### src/rtl/tetris_input_pkg.sv
// Shared definitions for the Tetris push-button input path: repeat FSM
// encodings and default timing constants for a 27 MHz system clock.
package tetris_input_pkg;

    typedef enum logic [1:0] {
        ST_IDLE   = 2'd0,
        ST_DELAY  = 2'd1,
        ST_REPEAT = 2'd2
    } rep_state_t;

    // 10 ms debounce, 160 ms delayed auto-shift, 50 ms auto-repeat at 27 MHz
    localparam int unsigned DEF_DEBOUNCE_CYCLES = 270_000;
    localparam int unsigned DEF_DAS_CYCLES      = 4_320_000;
    localparam int unsigned DEF_ARR_CYCLES      = 1_350_000;

    function automatic int unsigned max_u(input int unsigned a, input int unsigned b);
        return (a > b) ? a : b;
    endfunction

endpackage

### src/rtl/button_channel.sv
// One push-button channel: 2-flop synchronizer, debounce counter and the
// DAS/ARR repeat FSM that produces the fire pulse train.
//
//   state     | meaning
//   ----------+------------------------------------------------------------
//   ST_IDLE   | button released, waiting for a debounced press
//   ST_DELAY  | press fired, counting DAS cycles to the first repeat
//   ST_REPEAT | auto-repeating, one fire every ARR cycles while held
module button_channel
    import tetris_input_pkg::*;
#(
    parameter int unsigned DEBOUNCE_CYCLES = DEF_DEBOUNCE_CYCLES,
    parameter int unsigned DAS_CYCLES      = DEF_DAS_CYCLES,
    parameter int unsigned ARR_CYCLES      = DEF_ARR_CYCLES
) (
    input  logic clk,
    input  logic rst_n,
    input  logic btn_n,
    output logic held,
    output logic press,
    output logic rel,
    output logic fire
);

    localparam int unsigned DW = $clog2(DEBOUNCE_CYCLES + 1);
    localparam int unsigned RW = $clog2(max_u(DAS_CYCLES, ARR_CYCLES) + 1);

    localparam logic [DW-1:0] DEB_LAST = DW'(DEBOUNCE_CYCLES - 1);
    localparam logic [RW-1:0] DAS_LAST = RW'(DAS_CYCLES - 1);
    localparam logic [RW-1:0] ARR_LAST = RW'(ARR_CYCLES - 1);

    logic          sync1;
    logic          sync2;
    logic          s;
    logic [DW-1:0] dcnt;
    logic          flip;
    logic          press_nxt;
    logic          rel_nxt;

    rep_state_t    state;
    rep_state_t    state_nxt;
    logic [RW-1:0] rcnt;
    logic [RW-1:0] rcnt_nxt;
    logic          fire_nxt;

    // Two-flop synchronizer; resets to released so a button held through
    // reset is seen as a fresh press once reset lifts.
    always_ff @(posedge clk or negedge rst_n) begin
        if (!rst_n) begin
            sync1 <= 1'b1;
            sync2 <= 1'b1;
        end else begin
            sync1 <= btn_n;
            sync2 <= sync1;
        end
    end

    assign s         = ~sync2;
    assign flip      = (s != held) && (dcnt == DEB_LAST);
    assign press_nxt = flip & s;
    assign rel_nxt   = flip & ~s;

    // Debounce: accept a new level only after DEBOUNCE_CYCLES consecutive
    // samples that disagree with the held level; press/release mark the change.
    always_ff @(posedge clk or negedge rst_n) begin
        if (!rst_n) begin
            dcnt  <= '0;
            held  <= 1'b0;
            press <= 1'b0;
            rel   <= 1'b0;
        end else begin
            press <= press_nxt;
            rel   <= rel_nxt;
            if (s == held) begin
                dcnt <= '0;
            end else if (flip) begin
                held <= s;
                dcnt <= '0;
            end else begin
                dcnt <= dcnt + 1'b1;
            end
        end
    end

    // Repeat FSM register; fire is registered so it lines up with press.
    always_ff @(posedge clk or negedge rst_n) begin
        if (!rst_n) begin
            state <= ST_IDLE;
            rcnt  <= '0;
            fire  <= 1'b0;
        end else begin
            state <= state_nxt;
            rcnt  <= rcnt_nxt;
            fire  <= fire_nxt;
        end
    end

    // Repeat FSM next-state; a release wins over a coinciding terminal count.
    always_comb begin
        state_nxt = state;
        rcnt_nxt  = rcnt;
        fire_nxt  = 1'b0;
        case (state)
            ST_IDLE: begin
                if (press_nxt) begin
                    state_nxt = ST_DELAY;
                    rcnt_nxt  = '0;
                    fire_nxt  = 1'b1;
                end
            end
            ST_DELAY: begin
                if (rel_nxt) begin
                    state_nxt = ST_IDLE;
                    rcnt_nxt  = '0;
                end else if (rcnt == DAS_LAST) begin
                    state_nxt = ST_REPEAT;
                    rcnt_nxt  = '0;
                    fire_nxt  = 1'b1;
                end else begin
                    rcnt_nxt = rcnt + 1'b1;
                end
            end
            ST_REPEAT: begin
                if (rel_nxt) begin
                    state_nxt = ST_IDLE;
                    rcnt_nxt  = '0;
                end else if (rcnt == ARR_LAST) begin
                    rcnt_nxt = '0;
                    fire_nxt = 1'b1;
                end else begin
                    rcnt_nxt = rcnt + 1'b1;
                end
            end
            default: begin
                state_nxt = ST_IDLE;
                rcnt_nxt  = '0;
            end
        endcase
    end

endmodule

### src/rtl/button_conditioner.sv
// Button input stage: N_BTN independent conditioned channels plus the
// active-low LED bank mirroring each debounced held level.
module button_conditioner
    import tetris_input_pkg::*;
#(
    parameter int unsigned N_BTN           = 2,
    parameter int unsigned DEBOUNCE_CYCLES = DEF_DEBOUNCE_CYCLES,
    parameter int unsigned DAS_CYCLES      = DEF_DAS_CYCLES,
    parameter int unsigned ARR_CYCLES      = DEF_ARR_CYCLES
) (
    input  logic             clk,
    input  logic             rst_n,
    input  logic [N_BTN-1:0] btn_n,
    output logic [N_BTN-1:0] held,
    output logic [N_BTN-1:0] press,
    output logic [N_BTN-1:0] rel,
    output logic [N_BTN-1:0] fire,
    output logic [N_BTN-1:0] led_n
);

    for (genvar g = 0; g < int'(N_BTN); g++) begin : g_ch
        button_channel #(
            .DEBOUNCE_CYCLES (DEBOUNCE_CYCLES),
            .DAS_CYCLES      (DAS_CYCLES),
            .ARR_CYCLES      (ARR_CYCLES)
        ) u_ch (
            .clk   (clk),
            .rst_n (rst_n),
            .btn_n (btn_n[g]),
            .held  (held[g]),
            .press (press[g]),
            .rel   (rel[g]),
            .fire  (fire[g])
        );
    end

    // LED lit (low) while the button is held
    assign led_n = ~held;

endmodule

### config.mk
export PLATFORM = sky130hd
export DESIGN_NAME = button_conditioner
export DESIGN_NICKNAME = d
export VERILOG_FILES = /design/src/rtl/tetris_input_pkg.sv /design/src/rtl/button_channel.sv /design/src/rtl/button_conditioner.sv
export SDC_FILE = /design/constraint.sdc
export NUM_CORES = 1
export LEC_CHECK = 0
export ABC_CLOCK_PERIOD_IN_PS = 3300
export BUFFER_PORTS_ARGS = -buffer_cell sky130_fd_sc_hd__buf_2
export CAP_MARGIN = 40
export CORE_ASPECT_RATIO = 0.5
export CORE_MARGIN = 5
export CORE_UTILIZATION = 40
export DETAILED_ROUTE_END_ITERATION = 8
export GPL_ROUTABILITY_DRIVEN = 0
export SLEW_MARGIN = 30
export SYNTH_ARGS = -nofsm -noshare
export SYNTH_HDL_FRONTEND = slang
export SYNTH_HIERARCHICAL = 1
export SYNTH_SLANG_ARGS = --single-unit
### constraint.sdc
create_clock -name clk -period 3.3 [get_ports clk]
set_input_delay 0.495 -clock clk [delete_from_list [all_inputs] [get_ports clk]]
set_output_delay 0.495 -clock clk [all_outputs]
set_load 0.02 [all_outputs]
==> metrics.cfg, run 1 <==
[clock_network]
path_clk_slew_ns=0.07
postCtsResizedCells=0
postCtsHoldBufs=0
clock_path_buffers=2
root_buffer=clkbuf_16
post_cts_buffers=0
cts_sinks=100
cts_buffers=9
cts_tree=yes
htree_levels=3
clock_latency_ns=0.35

[worst_setup_path]
cp-end-kind=flop
cp_max_fo=13
cp_slowest_cell=or4b_1
r2r-start=g_ch[0].u_ch/rcnt[17]
crit_arrival_ns=2.99
critPathKind=flop to flop
cp-start-kind=flop
timing.rr.end=g_ch[0].u_ch/rcnt[11]
critPathMaxStageDelay_ns=0.56
cp_data_required_time_ns=3.53
critPathTopFamily=simple AND/OR/NAND/NOR gates
worstPathCellList=or4b_1 -> nor4bb_1 -> a21boi_0 -> o221ai_2 -> buf_4 -> nor2_1 -> a22o_1
reg2reg_setup_slack_ns=0.54
rr_worst_depth=7
crit_buf_inv=1

[layout]
instances_no_fill=774
fillers=1313
syn_to_final_growth_pct=9.936
layout.nets=609
largestRegisters=g_ch.u_ch/rcnt (46), g_ch.u_ch/dcnt (38), g_ch.u_ch/state (4)
antennaDiodeCount=0
layout-drive-gt1-share_pct=10.70
largest_reg_flops=46
fin_area_um2=6050
fin_util_pct=44.77
top_register=g_ch.u_ch/rcnt

[timing]
skew_ns=0.009093
finalMaxSlewViolations=0
timing.fmax_mhz=362.5
worst_slack_ns=0.5415
rsz0062_at_grt=no
min_period_ns=2.759
holdWs_ns=0.1403
setup_tns_ns=0
setup_viol=0
hold_viol=0
worstMarginPinSlew_ns=0.7772
post-route-period-util_pct=83.59
relSlewSlack_pct=47.71

[floorplan]
die-area_um2=16340
io_pins=14
rows=30
die_h_um=92.94
die_w_um=175.9
design.core.area_um2=13510
initial_core_util_pct=40.72

[routing]
routedLengthMet1_um=5997
drt_pass1_iterations=5
drt_drc_violations_left=0
final_antenna_net_count=0
vias=4369
route.met2.wl_um=5225
wire_per_inst_um=15.16
drt-initial-drc-count=352
wirelength_um=11740
wl_met3_um=396
avgViaCountPerCell=5.645
topRoutingLayerUsed=met4

[place]
portBuffers=13
place_ws_ns=0.6083
hpwl_um=8143
placed_cells=757
postPlaceCellArea_um2=5746

[synth]
synth_area_leader_cell=dfrtp_1
synth.area.top_cells=dfrtp_1 44%, nand2_1 5.0%, nand3_1 4.7%
synth_enable_flop_cells=0
synth_nets=596
netlist.area_leader.share_pct=43.66
synth_ff_type=dfrtp_1
yosys_warnings=6
synth_cells=580
ys_seq_area_share_pct=45.57
yosysUniqueCellTypes=50
synth.ff_latch_count=100
syn_area_per_cell_um2=9.488
synthTopCellsByCount=96 x dfrtp_1, 74 x nand2_1, 52 x nand3_1
synth.most_common_cell=dfrtp_1
async_flop_share_pct=100.0
syn_area_um2=5503

[power_and_ir_drop]
p_sw_mw=0.5147
cellLeakagePower_nw=2.458
power_mw=2.353
cell_internal_pwr_mw=1.838
p_sw_share_pct=21.87
powerDensity_nw_per_um2=389.0
vdd_drop_max_mv=0.2252
clockPowerShare_pct=45.1
p_comb_share_pct=2.1
seqPwrFrac_pct=52.8

[run]
maxCapViolCount=0

[hold_path]
min_path_type=input port to async pin

[global_routing]
grt_pass1_vias=3987
grt.overflow.total=0
antenna_found_initial=0
groute.usage.overall_pct=15.08
grt_max_degree=60
grt_pass1_wl_um=20330

[run_status]
outcome=finished, final reports clean

## final cells by class
cell class	instances	area (µm²)	area share [%]
inverters	18	67.56	1.117
well taps	176	220.2	3.640
flip-flops and latches	100	2507	41.45
clock inverters	7	73.82	1.220
multi-input cells	446	2840	46.95
repair buffers	18	115.1	1.903
clock buffers	9	225.2	3.723
## cell usage in the layout, fill, tap and decap left out, drive strengths merged, types with 6 or more instances in the layout
master  netlist  routed
a21o         10      10
a21oi         6       6
and3         16      16
buf           8      17
clkbuf        8      10
dfrtp        96      96
ha           12      12
inv          18      20
nand2        80      80
nand3        52      52
nand4        14      14
nor2         48      48
nor2b         6       6
nor3         18      18
nor4         22      22
o21ai        32      32
o2bb2a       14      14
o311ai       10      10
o31ai        12      12
or2           6       6
or4b          6       6
xnor2        14      14
xor2         20      20
## how the worst max path moves through the flow
stage                          startpoint                    end  slack (ns)  cells after the start
floorplan            g_ch[0].u_ch/rcnt[8]   g_ch[0].u_ch/rcnt[8]        1.12                      8
global placement     g_ch[0].u_ch/rcnt[8]  g_ch[0].u_ch/rcnt[16]        0.71                      7
detailed placement   g_ch[0].u_ch/dcnt[0]  g_ch[0].u_ch/rcnt[11]        0.61                      8
CTS                  g_ch[0].u_ch/dcnt[0]  g_ch[0].u_ch/rcnt[11]        0.59                      8
global route         g_ch[0].u_ch/dcnt[0]  g_ch[0].u_ch/rcnt[11]        0.33                      8
finish              g_ch[0].u_ch/rcnt[17]  g_ch[0].u_ch/rcnt[11]        0.54                      7
## layer usage
metal  vias up  track usage (%)
li1       2162                -
met1      2131            21.69
met2        66            23.57
met3        10            3.100
met4         0            3.372
met5         -                0
## cells by family (layout without fill, tap and decap cells)
kind of cell             after synthesis  in the layout  share of synthesized area (%)
flip-flops                           100            100                          45.57
AO/OA/AOI/OAI                        110            110                          15.05
AND/OR/NAND/NOR                      290            290                          28.10
buffers and inverters                 34             52                          3.138
adder cells (fa/ha/maj)               12             12                          2.728
XOR/XNOR                              34             34                          5.412
## power by group through the flow
stage / sequential [mW] / combinational [mW] / clock [mW]
after floorplan: 1.26 / 0.0172 / 0
after global placement: 1.27 / 0.0509 / 0
after detailed placement: 1.27 / 0.0519 / 0
after CTS: 1.24 / 0.0523 / 1.10
after global routing: 1.24 / 0.0589 / 1.15
final: 1.24 / 0.0493 / 1.06
No activity file was read; power rests on OpenSTA's default activity.
==> run 2, diff against run 1 <==
--- a/config.mk
+++ b/config.mk
@@ -5,7 +5,7 @@
 export SDC_FILE = /design/constraint.sdc
 export NUM_CORES = 1
 export LEC_CHECK = 0
-export ABC_CLOCK_PERIOD_IN_PS = 3300
+export ABC_CLOCK_PERIOD_IN_PS = 2200
 export BUFFER_PORTS_ARGS = -buffer_cell sky130_fd_sc_hd__buf_2
 export CAP_MARGIN = 40
 export CORE_ASPECT_RATIO = 0.5
==> constraint.sdc (replaced) <==
create_clock -name clk -period 2.2 [get_ports clk]
set_input_delay 0.33 -clock clk [delete_from_list [all_inputs] [get_ports clk]]
set_output_delay 0.33 -clock clk [all_outputs]
set_load 0.02 [all_outputs]
==> metrics.cfg, run 2 (synthesis gave the netlist of run 1 again) <==
[run_status]
outcome=finished with violations
failed_checks=setup timing

[routing]
final_antenna_net_count=0
wirelength_um=14030
vias=4888
drt-initial-drc-count=381
drt_drc_violations_left=0
wire_per_inst_um=16.09
drt_pass1_iterations=5
avgViaCountPerCell=5.606

[worst_setup_path]
reg2reg_setup_slack_ns=-0.12
rr_worst_depth=8
timing.rr.end=g_ch[0].u_ch/rcnt[16]
critPathKind=flop to flop
cp-start-kind=flop
cp_max_fo=7
crit_arrival_ns=2.55
cp-end-kind=flop
cp_slowest_cell=or4b_4
r2r-start=g_ch[0].u_ch/rcnt[19]
cp_data_required_time_ns=2.43
critPathMaxStageDelay_ns=0.58
crit_buf_inv=2
critPathTopFamily=simple AND/OR/NAND/NOR gates
worstPathCellList=or4b_4 -> nor4bb_4 -> a21boi_2 -> o221ai_2 -> buf_4 -> buf_6 -> o21ai_2 -> a31o_1

[floorplan]
initial_core_util_pct=40.72
die-area_um2=16340
io_pins=14
design.core.area_um2=13510
die_w_um=175.9
die_h_um=92.94
rows=30

[global_routing]
grt.overflow.total=0
grt_max_degree=37
grt_pass1_vias=4520
grt_pass1_wl_um=22250
antenna_found_initial=0
groute.usage.overall_pct=16.62

[layout]
fin_area_um2=7312
layout.nets=707
layout-drive-gt1-share_pct=30.89
largest_reg_flops=46
antennaDiodeCount=0
syn_to_final_growth_pct=32.88
most-common-layout-cells=96 x dfrtp_1, 82 x buf_4, 74 x nand2_1, 50 x nand3_1, 47 x nor2_1
final_common_cell=dfrtp_1
fillers=1177
instances_no_fill=872
fin_util_pct=54.11
largestRegisters=g_ch.u_ch/rcnt (46), g_ch.u_ch/dcnt (38), g_ch.u_ch/state (4)
top_register=g_ch.u_ch/rcnt

[power_and_ir_drop]
powerDensity_nw_per_um2=471.7
vdd_drop_max_mv=0.2859
cellLeakagePower_nw=3.136
power_mw=3.449

[hold_path]
whs_path_depth=1
holdPathEnd=g_ch[0].u_ch/sync1
worstHoldStart=btn_n[0]
min_path_type=input port to flop

[timing]
setup_viol=31
relSlewSlack_pct=65.57
post-route-period-util_pct=105.4
setup_tns_ns=-1.457
rsz0062_at_grt=yes
holdWs_ns=0.07517
worst_slack_ns=-0.1188
min_period_ns=2.319
hold_viol=0
skew_ns=0.008619
timing.fmax_mhz=431.3
finalMaxSlewViolations=0
worstMarginPinSlew_ns=0.5164

[clock_network]
cts_sinks=100
root_buffer=clkbuf_16
path_clk_slew_ns=0.07
cts_buffers=9
clock_path_buffers=2
cts_tree=yes
clock_latency_ns=0.35
htree_levels=3

[run]
maxCapViolCount=0

[place]
placed_cells=834
hpwl_um=8851
postPlaceCellArea_um2=6369
place_ws_ns=-0.2546
portBuffers=13

==> run 2: cell types whose count changed in the layout (fill, tap and decap cells not counted), moves of 9 or more <==
cell and change:
buf_6 +10, o2bb2a_1 -9, o2bb2a_4 +9, buf_4 +78
o21ai_2 +13
==> run 2: worst max path at each step <==
stage	to	cells after the start	slack, ns	startpoint
6_report	g_ch[0].u_ch/rcnt[16]	8	-0.12	g_ch[0].u_ch/rcnt[19]
5_1_grt	g_ch[1].u_ch/rcnt[13]	8	-0.17	g_ch[1].u_ch/rcnt[21]
4_1_cts	g_ch[0].u_ch/rcnt[16]	8	-0.06	g_ch[0].u_ch/rcnt[19]
3_5_place_dp	g_ch[1].u_ch/rcnt[10]	7	-0.25	g_ch[1].u_ch/rcnt[19]
3_3_place_gp	g_ch[1].u_ch/rcnt[16]	7	-0.23	g_ch[1].u_ch/rcnt[17]
2_1_floorplan	g_ch[0].u_ch/rcnt[8]	8	0.02	g_ch[0].u_ch/rcnt[8]
==> run 2: report_power, final <==
part / internal [mW] / switching, mW / leakage (nW) / total (mW)
clock network: 0.798 / 0.696 / 0.137 / 1.49
registers: 1.85 / 0.0104 / 1.38 / 1.86
logic: 0.0294 / 0.0618 / 1.62 / 0.0912
total: 2.68 / 0.768 / 3.14 / 3.45
==> run 2: final cells by class <==
cell class              count  area, µm²  share of cell area [%]
multi-input cells         446       3238                   44.28
flip-flops and latches    100       2507                   34.29
repair buffers            116       1008                   13.79
clock buffers              12      246.5                   3.371
well taps                 176      220.2                   3.012
inverters                  18      67.56                  0.9240
clock inverters             4      23.77                  0.3251
==> run 2: worst register-to-register path, delay by kind of cell (launching register included) <==
kind            cells  cell delay, ns
simple gates        2            0.92
compound gates      4            0.58
flops               1            0.39
buf+inv             2            0.29
==> run 2: timing repair <==
action                                 4_1_cts  5_1_grt
gates cloned                                 1        3
endpoints found under the hold margin       32        0
gates resized for setup                     46       57
pin swaps                                   27       27
hold buffers                                 1        0
setup endpoints to repair                   47       50
setup buffers                                7       10
==> run 2: per-layer routing <==
metal  up-vias  routed length (µm)  GRT usage, %
met5         -                   0             0
met4         0                 276         5.253
met3        32                 616         3.670
met2       139                6562         26.58
met1      2367                6576         22.62
li1       2350                   -             -
